### src/rtl/fp32_pkg.sv
// Shared binary32 constants and raw-mantissa field layout for the adder back end.
package fp32_pkg;

    localparam int BIAS    = 127;
    localparam int EXP_W   = 8;
    localparam int FRAC_W  = 23;
    localparam int MANT_W  = FRAC_W + 5;
    localparam int EXP_MAX = 255;

    localparam logic [31:0] QNAN = 32'h7FC0_0000;

    // Raw mantissa layout: {carry, hidden, fraction, G, R, S}
    localparam int CARRY_POS  = MANT_W - 1;
    localparam int HIDDEN_POS = MANT_W - 2;
    localparam int G_POS      = 2;
    localparam int R_POS      = 1;
    localparam int S_POS      = 0;

    typedef enum logic [2:0] {
        K_NORM,
        K_ZERO,
        K_FLUSH,
        K_NAN,
        K_INF
    } kind_e;

endpackage

### src/rtl/fp_lzc.sv
// Combinational leading-zero counter; an all-zero input reports W.
module fp_lzc #(
    parameter int W  = 27,
    parameter int CW = 5
) (
    input  logic [W-1:0]  d,
    output logic [CW-1:0] cnt
);

    logic found;

    always_comb begin
        cnt   = CW'(W);
        found = 1'b0;
        for (int i = W - 1; i >= 0; i--) begin
            if (!found && d[i]) begin
                cnt   = CW'(W - 1 - i);
                found = 1'b1;
            end
        end
    end

endmodule

### src/rtl/fp_normalize_round.sv
// Two-stage normalize / round-to-nearest-even back end producing packed binary32
// with overflow, underflow and inexact flags; valid/ready on both sides.
module fp_normalize_round
    import fp32_pkg::*;
#(
    parameter int EXP_W  = fp32_pkg::EXP_W,
    parameter int FRAC_W = fp32_pkg::FRAC_W,
    parameter int MANT_W = FRAC_W + 5
) (
    input  logic              clk,
    input  logic              rst_n,
    input  logic              in_valid,
    output logic              in_ready,
    input  logic              in_sign,
    input  logic [EXP_W-1:0]  in_exp,
    input  logic [MANT_W-1:0] in_mant,
    input  logic              in_nan,
    input  logic              in_inf,
    output logic              out_valid,
    input  logic              out_ready,
    output logic [31:0]       out_result,
    output logic              out_overflow,
    output logic              out_underflow,
    output logic              out_inexact
);

    localparam int NW = HIDDEN_POS + 1;   // bits below the carry
    localparam int FW = NW - 1;           // fraction plus G/R/S, hidden bit implied
    localparam int EW = EXP_W + 2;

    logic          s1_valid;
    logic          s1_sign;
    logic [EXP_W:0] s1_exp;
    logic [FW-1:0] s1_mant;
    kind_e         s1_kind;

    logic s1_adv;
    logic s2_adv;

    assign s2_adv   = !out_valid || out_ready;
    assign s1_adv   = !s1_valid || s2_adv;
    assign in_ready = s1_adv;

    // ---------------- stage 1: normalize ----------------
    logic [4:0]           lzc;
    logic signed [EW-1:0] n_exp;
    logic [FW-1:0]        n_mant;
    kind_e                n_kind;

    fp_lzc #(.W(NW), .CW(5)) u_lzc (
        .d   (in_mant[NW-1:0]),
        .cnt (lzc)
    );

    always_comb begin
        n_exp  = '0;
        n_mant = '0;
        n_kind = K_NORM;
        if (in_nan) begin
            n_kind = K_NAN;
        end else if (in_inf) begin
            n_kind = K_INF;
        end else if (in_mant[CARRY_POS]) begin
            n_mant = {in_mant[HIDDEN_POS:S_POS+2], in_mant[S_POS+1] | in_mant[S_POS]};
            n_exp  = $signed({2'b00, in_exp}) + EW'(1);
        end else if (in_mant == '0) begin
            n_kind = K_ZERO;
        end else begin
            // The leading one lands on the hidden position, so only the bits below it matter.
            n_mant = in_mant[FW-1:0] << lzc;
            n_exp  = $signed({2'b00, in_exp}) - $signed({{(EW-5){1'b0}}, lzc});
        end
        if (n_kind == K_NORM && n_exp <= 0) begin
            n_kind = K_FLUSH;
        end
    end

    always_ff @(posedge clk or negedge rst_n) begin
        if (!rst_n) begin
            s1_valid <= 1'b0;
            s1_sign  <= 1'b0;
            s1_exp   <= '0;
            s1_mant  <= '0;
            s1_kind  <= K_ZERO;
        end else if (s1_adv) begin
            s1_valid <= in_valid;
            if (in_valid) begin
                s1_sign <= in_sign;
                s1_exp  <= n_exp[EXP_W:0];
                s1_mant <= n_mant;
                s1_kind <= n_kind;
            end
        end
    end

    // ---------------- stage 2: round (RNE) ----------------
    logic              lsb, g_bit, r_bit, s_bit;
    logic              rnd_up;
    logic [FRAC_W:0]   frac_sum;
    logic [EW-1:0]     r_exp;
    logic [31:0]       r_result;
    logic              r_ov, r_uf, r_ix;

    assign lsb   = s1_mant[G_POS+1];
    assign g_bit = s1_mant[G_POS];
    assign r_bit = s1_mant[R_POS];
    assign s_bit = s1_mant[S_POS];

    always_comb begin
        rnd_up   = g_bit & (r_bit | s_bit | lsb);
        frac_sum = {1'b0, s1_mant[FW-1:G_POS+1]} + (FRAC_W+1)'(rnd_up);
        // Fraction wrap means 1.11..1 rounded to 2.0; the low bits are already zero.
        r_exp    = {1'b0, s1_exp} + EW'(frac_sum[FRAC_W]);
        r_result = '0;
        r_ov     = 1'b0;
        r_uf     = 1'b0;
        r_ix     = 1'b0;
        case (s1_kind)
            K_NAN:   r_result = QNAN;
            K_INF:   r_result = {s1_sign, {EXP_W{1'b1}}, {FRAC_W{1'b0}}};
            K_ZERO:  r_result = '0;
            K_FLUSH: begin
                r_result = {s1_sign, {(EXP_W + FRAC_W){1'b0}}};
                r_uf     = 1'b1;
                r_ix     = 1'b1;
            end
            default: begin
                if (r_exp >= EW'(EXP_MAX)) begin
                    r_result = {s1_sign, {EXP_W{1'b1}}, {FRAC_W{1'b0}}};
                    r_ov     = 1'b1;
                    r_ix     = 1'b1;
                end else begin
                    r_result = {s1_sign, r_exp[EXP_W-1:0], frac_sum[FRAC_W-1:0]};
                    r_ix     = g_bit | r_bit | s_bit;
                end
            end
        endcase
    end

    always_ff @(posedge clk or negedge rst_n) begin
        if (!rst_n) begin
            out_valid     <= 1'b0;
            out_result    <= '0;
            out_overflow  <= 1'b0;
            out_underflow <= 1'b0;
            out_inexact   <= 1'b0;
        end else if (s2_adv) begin
            out_valid <= s1_valid;
            if (s1_valid) begin
                out_result    <= r_result;
                out_overflow  <= r_ov;
                out_underflow <= r_uf;
                out_inexact   <= r_ix;
            end
        end
    end

endmodule

### config.mk
export PLATFORM = sky130hd
export DESIGN_NAME = fp_normalize_round
export DESIGN_NICKNAME = d
export VERILOG_FILES = /design/src/rtl/fp32_pkg.sv /design/src/rtl/fp_lzc.sv /design/src/rtl/fp_normalize_round.sv
export SDC_FILE = /design/constraint.sdc
export NUM_CORES = 1
export LEC_CHECK = 0
export ABC_AREA = 0
export CORE_UTILIZATION = 35
export DETAILED_ROUTE_END_ITERATION = 10
export PLACE_DENSITY = 0.63
export SLEW_MARGIN = 20
export SYNTH_ARGS = -nofsm -noshare
export SYNTH_HDL_FRONTEND = slang
export SYNTH_SLANG_ARGS = --single-unit
### constraint.sdc
create_clock -name clk -period 4.2 [get_ports clk]
set_clock_uncertainty 0.2 [all_clocks]
set_input_delay 0.63 -clock clk [delete_from_list [all_inputs] [get_ports clk]]
set_output_delay 0.63 -clock clk [all_outputs]
set_load 0.005 [all_outputs]
==> metrics.txt <==
Post-Route WL 19.6 mm; core area 15,900 sq um; reg2reg start s1_mant[3]; Worst setup SP type input port; DPL Wire Length 15.3 mm; routed len/inst 18.7 um; initial core utilization 36.0%; post-synthesis register bit count 76; Post-Synth Simple-Gate Area 20.5%; Post-synth top flop dfrtp_1; Global Route Usage Sum 23.8%; commonest non-fill, non-tap cell in the layout buf_4; largest net degree at the start of global routing 77; Post-Syn Area 5720 sq um; Final setup viols 0; critical path class in2reg; flop2flop setup slack 0.23 ns; pwr dens 300 nW/um^2; P&R area growth vs syn 36.4%; num rows 46; Worst setup EP type flop; Mapped Avg Cell Area 8.54 sq um; register area share after synthesis 33.3%; RSZ-0062 raised after global routing true; FFs w/ async S/R, synth 100%; RD Place Congestion 0.931; final-stage net count 883; status finished clean; cells after synthesis 669; worst path cell trace clkdlybuf4s15_1 -> nor4_4 -> nand3_4 -> or2_4 -> o311a_4 -> inv_4 -> ha_1 -> inv_1 -> fa_2 -> a21o_1 -> a21oi_2 -> nor2_2 -> o41ai_2 -> xnor2_1 -> nand3_1 -> o32ai_2 -> a211oi_2 -> a21oi_1; Post-Synth XOR/XNOR Area 5.67%; fmax 0.245 GHz; # DRC 0; clock insertion delay at the later pin of the skew report 0.34 ns; via count 5,836; measured slew at the worst slew-check pin 0.940 ns; IO Pins 80; most frequent cells in the layout buf_4, nand2_1, dfrtp_1; Worst Path Max Fanout 2; Max-cap violations 0; post-synthesis compound-gate area fraction 24.9%; Pwr Total 0.00233 W; clock sink count 76; maximum vdd drop 0.198 mV; Starting DRT DRC Count 445; GRT overflow 0; main combinational cell family by area after synthesis compound AO/OA/AOI/OAI gates; Worst Path Required 4.27 ns; CTS Buf Count 9; first-pass GRT wire length 30.9 mm; Hold Path Class in2async; clock buffer depth 2; Worst slew margin 37.4%; Clock transition at path regs 0.06 ns; LEAKAGE 3.37 nW; Die W 130 um; CTS tree yes; Worst Reg-to-Reg Cells 18; vias in the first global route 5,691; layout cell share with drive strength beyond 1 22.4%; syn nets 723; PortBufs 79; H-tree Lvls 3; CP Data Arrival Time 4.15 ns; mux contribution to synthesized area 8.73%; crit share post-route 97.1%; count of flip-flops with a built-in enable after synthesis 0; initial antenna violation count 0; critical path's slowest cell nor4_4; Synth Area in Adders 2.54%; minimum clock period after layout 4.08 ns; final hold violation count 0; antenna cells 0; Reg-to-Reg End out_result[26]; Root Driver clkbuf_16; slowest cell delay on critical path 0.37 ns; post-route ant nets 0; Setup TNS 0 ns; Yosys warning total 0; die footprint 16,800 sq um; post-synth cell types 72; drt pass-1 iters 7; Max Slew Vio Count 0; Die Y 130 um; Vias per Instance 5.56; hold_ws 0.234 ns
## synth_stat cells (7+ instances only)
library cell | count | area, sq um
nand2_1 | 88 | 330
nor3_1 | 14 | 70.1
mux2_2 | 13 | 146
a211oi_1 | 7 | 52.6
mux2i_1 | 33 | 330
o21ai_0 | 59 | 295
xor2_1 | 13 | 114
clkbuf_1 | 24 | 90.1
inv_1 | 20 | 75.1
a21oi_1 | 26 | 130
a21o_1 | 7 | 52.6
o221ai_1 | 9 | 78.8
nor2_1 | 48 | 180
a22oi_1 | 21 | 158
nand4_1 | 7 | 43.8
nand3_1 | 23 | 115
ha_1 | 10 | 125
a221o_1 | 7 | 70.1
a31oi_1 | 11 | 68.8
dfrtp_1 | 75 | 1880
xnor2_1 | 24 | 210
o31ai_1 | 9 | 67.6
## timing repair
item                       4_1_cts  5_1_grt
gates resized for setup         28       53
pin swaps                       13       23
setup endpoints to repair        3        8
setup buffers                    6        7
hold buffers                     0        0
## power by group
group / leakage [nW] / internal (W) / total (W) / switching, W
clock: 0.149 / 0.000490 / 0.000780 / 0.000289
combinational: 2.21 / 0.000330 / 0.000669 / 0.000339
sequential: 1.01 / 0.000815 / 0.000886 / 0.0000714
total: 3.37 / 0.00163 / 0.00233 / 0.000700
## layout make-up
cell class | instances | area (sq um)
Inverter | 24 | 92.6
Multi-Input combinational cell | 535 | 3690
Clock inverter | 4 | 47.5
Clock buffer | 12 | 256
Fill cell | 1574 | 8090
Sequential cell | 76 | 1900
Tap cell | 216 | 270
Timing Repair Buffer | 183 | 1540
## state kept, by name, indices dropped and copies added, names as in the netlist
| name | count |
|---|---|
| out_inexact | 1 |
| out_overflow | 1 |
| out_result | 32 |
| out_underflow | 1 |
| out_valid | 1 |
| s1_exp | 9 |
| s1_kind | 3 |
| s1_mant | 26 |
| s1_sign | 1 |
| s1_valid | 1 |
## stage by stage
stage	worst slack, ns	instance area, sq um	utilization [%]	cells
6_report	0.121	7790	49.1	1050
5_1_grt	-0.0550	7790	49.1	1050
4_1_cts	0.00521	7700	48.5	1043
3_5_place_dp	-0.686	7330	46.2	1021
3_3_place_gp	-0.629	7330	46.2	1021
2_1_floorplan	-0.357	5740	-	669
## how the worst max path moves through the flow
stage	start	endpoint	slack [ns]
after floorplan	in_mant[19]	s1_kind[1]	-0.36
after CTS	in_mant[0]	s1_kind[1]	0.005
after global routing	in_mant[6]	s1_kind[1]	-0.06
after global placement	in_mant[15]	s1_kind[1]	-0.63
after detailed placement	in_mant[15]	s1_kind[1]	-0.69
final	in_mant[6]	s1_kind[1]	0.12
## worst max-delay path: cells and delay by family
family          cells  cell delay (ns)
compound gates      7             1.58
xor+xnor            1             0.18
fa+ha+maj           2             0.48
buf+inv             3             0.32
simple gates        5             0.94
## layer usage
layer / track usage [%] / part of all wire (%)
met1: 32.4 / 46
met2: 40.0 / 47
met3: 2.30 / 4.8
met4: 7.11 / 1.9
met5: 0 / 0
## logic make-up after synthesis
| family | Yosys count |
|---|---|
| xor gates and xnor gates | 37 |
| buffers and inverters | 58 |
| AOI/OAI and AO/OA | 205 |
| DFF | 76 |
| adders and majority gates | 11 |
| and+or+nand+nor | 234 |
| muxes | 48 |
No activity file was read; power rests on OpenSTA's default activity.
==> edit: new RTL, same flow settings <==
Encoding of `kind_e`: now one-hot (5 bits for 5 values).
--- a/src/rtl/fp32_pkg.sv
+++ b/src/rtl/fp32_pkg.sv
@@ -16,12 +16,12 @@
     localparam int R_POS      = 1;
     localparam int S_POS      = 0;
 
-    typedef enum logic [2:0] {
-        K_NORM,
-        K_ZERO,
-        K_FLUSH,
-        K_NAN,
-        K_INF
+    typedef enum logic [4:0] {
+        K_NORM  = 5'b00001,
+        K_ZERO  = 5'b00010,
+        K_FLUSH = 5'b00100,
+        K_NAN   = 5'b01000,
+        K_INF   = 5'b10000
     } kind_e;
 
 endpackage
Check against the original RTL: no difference found for any inputs over 4 cycles, from zero or initial values and one cycle with rst_n low; so few cycles prove little.
==> edit against the original RTL <==
Sequential cell count increased by 2; sequential share of layout area down 0.28 points; core utilization fell by 0.073 points; register-to-register slack improved by 0.12 ns; setup slack got worse by 0.0085 ns; power up 11%; area after synthesis up 3.2%; fmax down 0.21%; design area grew 3.9%; hold slack worse by 0.0059 ns; wire length decreased by 2.0%; final cell count grew 2.9%; die area up 3.1%.
==> edit: results (changes against the original RTL) <==
[status]
status = finished clean

[global_route]
grt_pass1_vias = 5689  ; -0.035%
grt_util_met3_pct = 2.77  ; +0.47 points
use_met1_pct = 31.4  ; -1.0 points
met2_usage_pct = 34.9  ; -5.1 points
grt_first_pass_wirelength_mm = 30.9  ; about the same
antenna_found_initial = 0  ; unchanged
grt_max_degree = 79  ; +2.6%
grt.total_usage_pct = 22.5  ; -1.3 points

[clock_network]
insertion_delay_ns = 0.34  ; about the same

[yosys]
muxShareOfSynthArea_pct = 9.80  ; +1.1 points
synthXorXnorAreaFrac_pct = 5.35  ; -0.32 points
synthTopCellsByArea = dfrtp_1 (33%), mux2i_1 (6.1%), nand2_1 (5.8%), o21ai_0 (4.2%), o31ai_1 (3.9%)
synthCells = 696  ; +4.0%
synthDistinctLibCells = 70  ; -2.8%
async_reset_ff_share_pct = 100  ; unchanged
synth-adder-area-share_pct = 2.46  ; -0.079 points
yosys-top-cells-count = nand2_1 (91), dfrtp_1 (77), o21ai_0 (49)
synth-compound-area-share_pct = 24.6  ; -0.28 points

[detailed_routing]
wl_per_cell_microns = 17.8  ; -4.8%
first_pass_iters = 5  ; -2
m1WireLength_mm = 8.88  ; -1.6%
drt_iter0_markers = 462  ; +3.8%
vias = 5899  ; +1.1%

[placement]
dpl.cell_count = 1056  ; +3.4%
dpl-instance-area_sq_um = 7610  ; +3.8%
dp_slack_ns = -0.421  ; +0.266 ns
dp_hpwl_mm = 14.8  ; -3.5%
gp_congestion = 0.989  ; +6.2%

[setup_path]
critPathTopFamily = compound AO/OA/AOI/OAI gates
cpMaxStageDelayCell = a311o_1
cpPeakStageDelay_ns = 0.39  ; +0.02 ns
crit_fanout = 3  ; +1
critPathArrivalTime_ns = 4.12  ; -0.03 ns

[layout]
fin_nets = 909  ; +2.9%
fill_cells = 1600  ; +1.7%
drive_gt1_share_pct = 21.2  ; -1.3 points

[pwr]
seqPwrFrac_pct = 35.9  ; -2.1 points
p_sw_share_pct = 29.6  ; -0.42 points
leakagePower_nw = 3.44  ; +1.8%
ir_drop_v = 0.000199  ; +0.56%

[timing]
tightest_slew_ns = 0.962  ; +0.0222 ns

==> edit: worst register-to-register path, delay by kind of cell, from the launching register on <==
kind / cells / cell delay (ns)
AND/OR/NAND/NOR: 10 / 1.92
flip-flops: 1 / 0.42
XOR/XNOR: 1 / 0.20
AO/OA/AOI/OAI: 4 / 0.64
adder cells (fa/ha/maj): 2 / 0.40
==> edit: timing repair <==
action                                 in CTS  in global routing
resized for setup                          34                 13
pin swaps                                  18                 10
setup buffers                               6                  2
hold buffers                                0                  0
gates cloned                                0                  0
setup endpoints to repair                   1                 31
endpoints found under the hold margin       0                  0
==> edit: worst paths after layout <==
kind / endpoint / from / cells past startpoint / slack [ns]
setup reg to reg: out_result[24] / s1_mant[2] / 17 / 0.35
max in group asynchronous: s1_mant[5] / rst_n / 1 / 2.87
hold reg to reg: out_result[0] / out_result[0] / 2 / 0.27
min in group clk: out_result[0] / out_result[0] / 2 / 0.27
hold / removal: s1_kind[2] / rst_n / 1 / 0.23
setup / recovery: s1_kind[0] / in_mant[16] / 17 / 0.11
==> edit: cell type report <==
class | count | area [sq um] | area share (%)
sequential | 78 | 1950 | 24.1
clock buffer | 11 | 243 | 3.00
timing repair buffer | 189 | 1610 | 19.9
tap | 220 | 275 | 3.40
multi-input combinational | 558 | 3820 | 47.2
inverter | 19 | 86.3 | 1.07
clock inverter | 5 | 106 | 1.31
==> edit: power groups by stage <==
| stage | Sequential, mW | Clock (mW) | Combinational (mW) |
|---|---|---|---|
| 6_report | 0.927 | 0.899 | 0.754 |
| 5_1_grt | 0.943 | 0.945 | 0.823 |
| 4_1_cts | 0.927 | 0.911 | 0.748 |
| 3_5_place_dp | 0.941 | 0 | 0.747 |
| 3_3_place_gp | 0.938 | 0 | 0.744 |
| 2_1_floorplan | 0.923 | 0 | 0.370 |
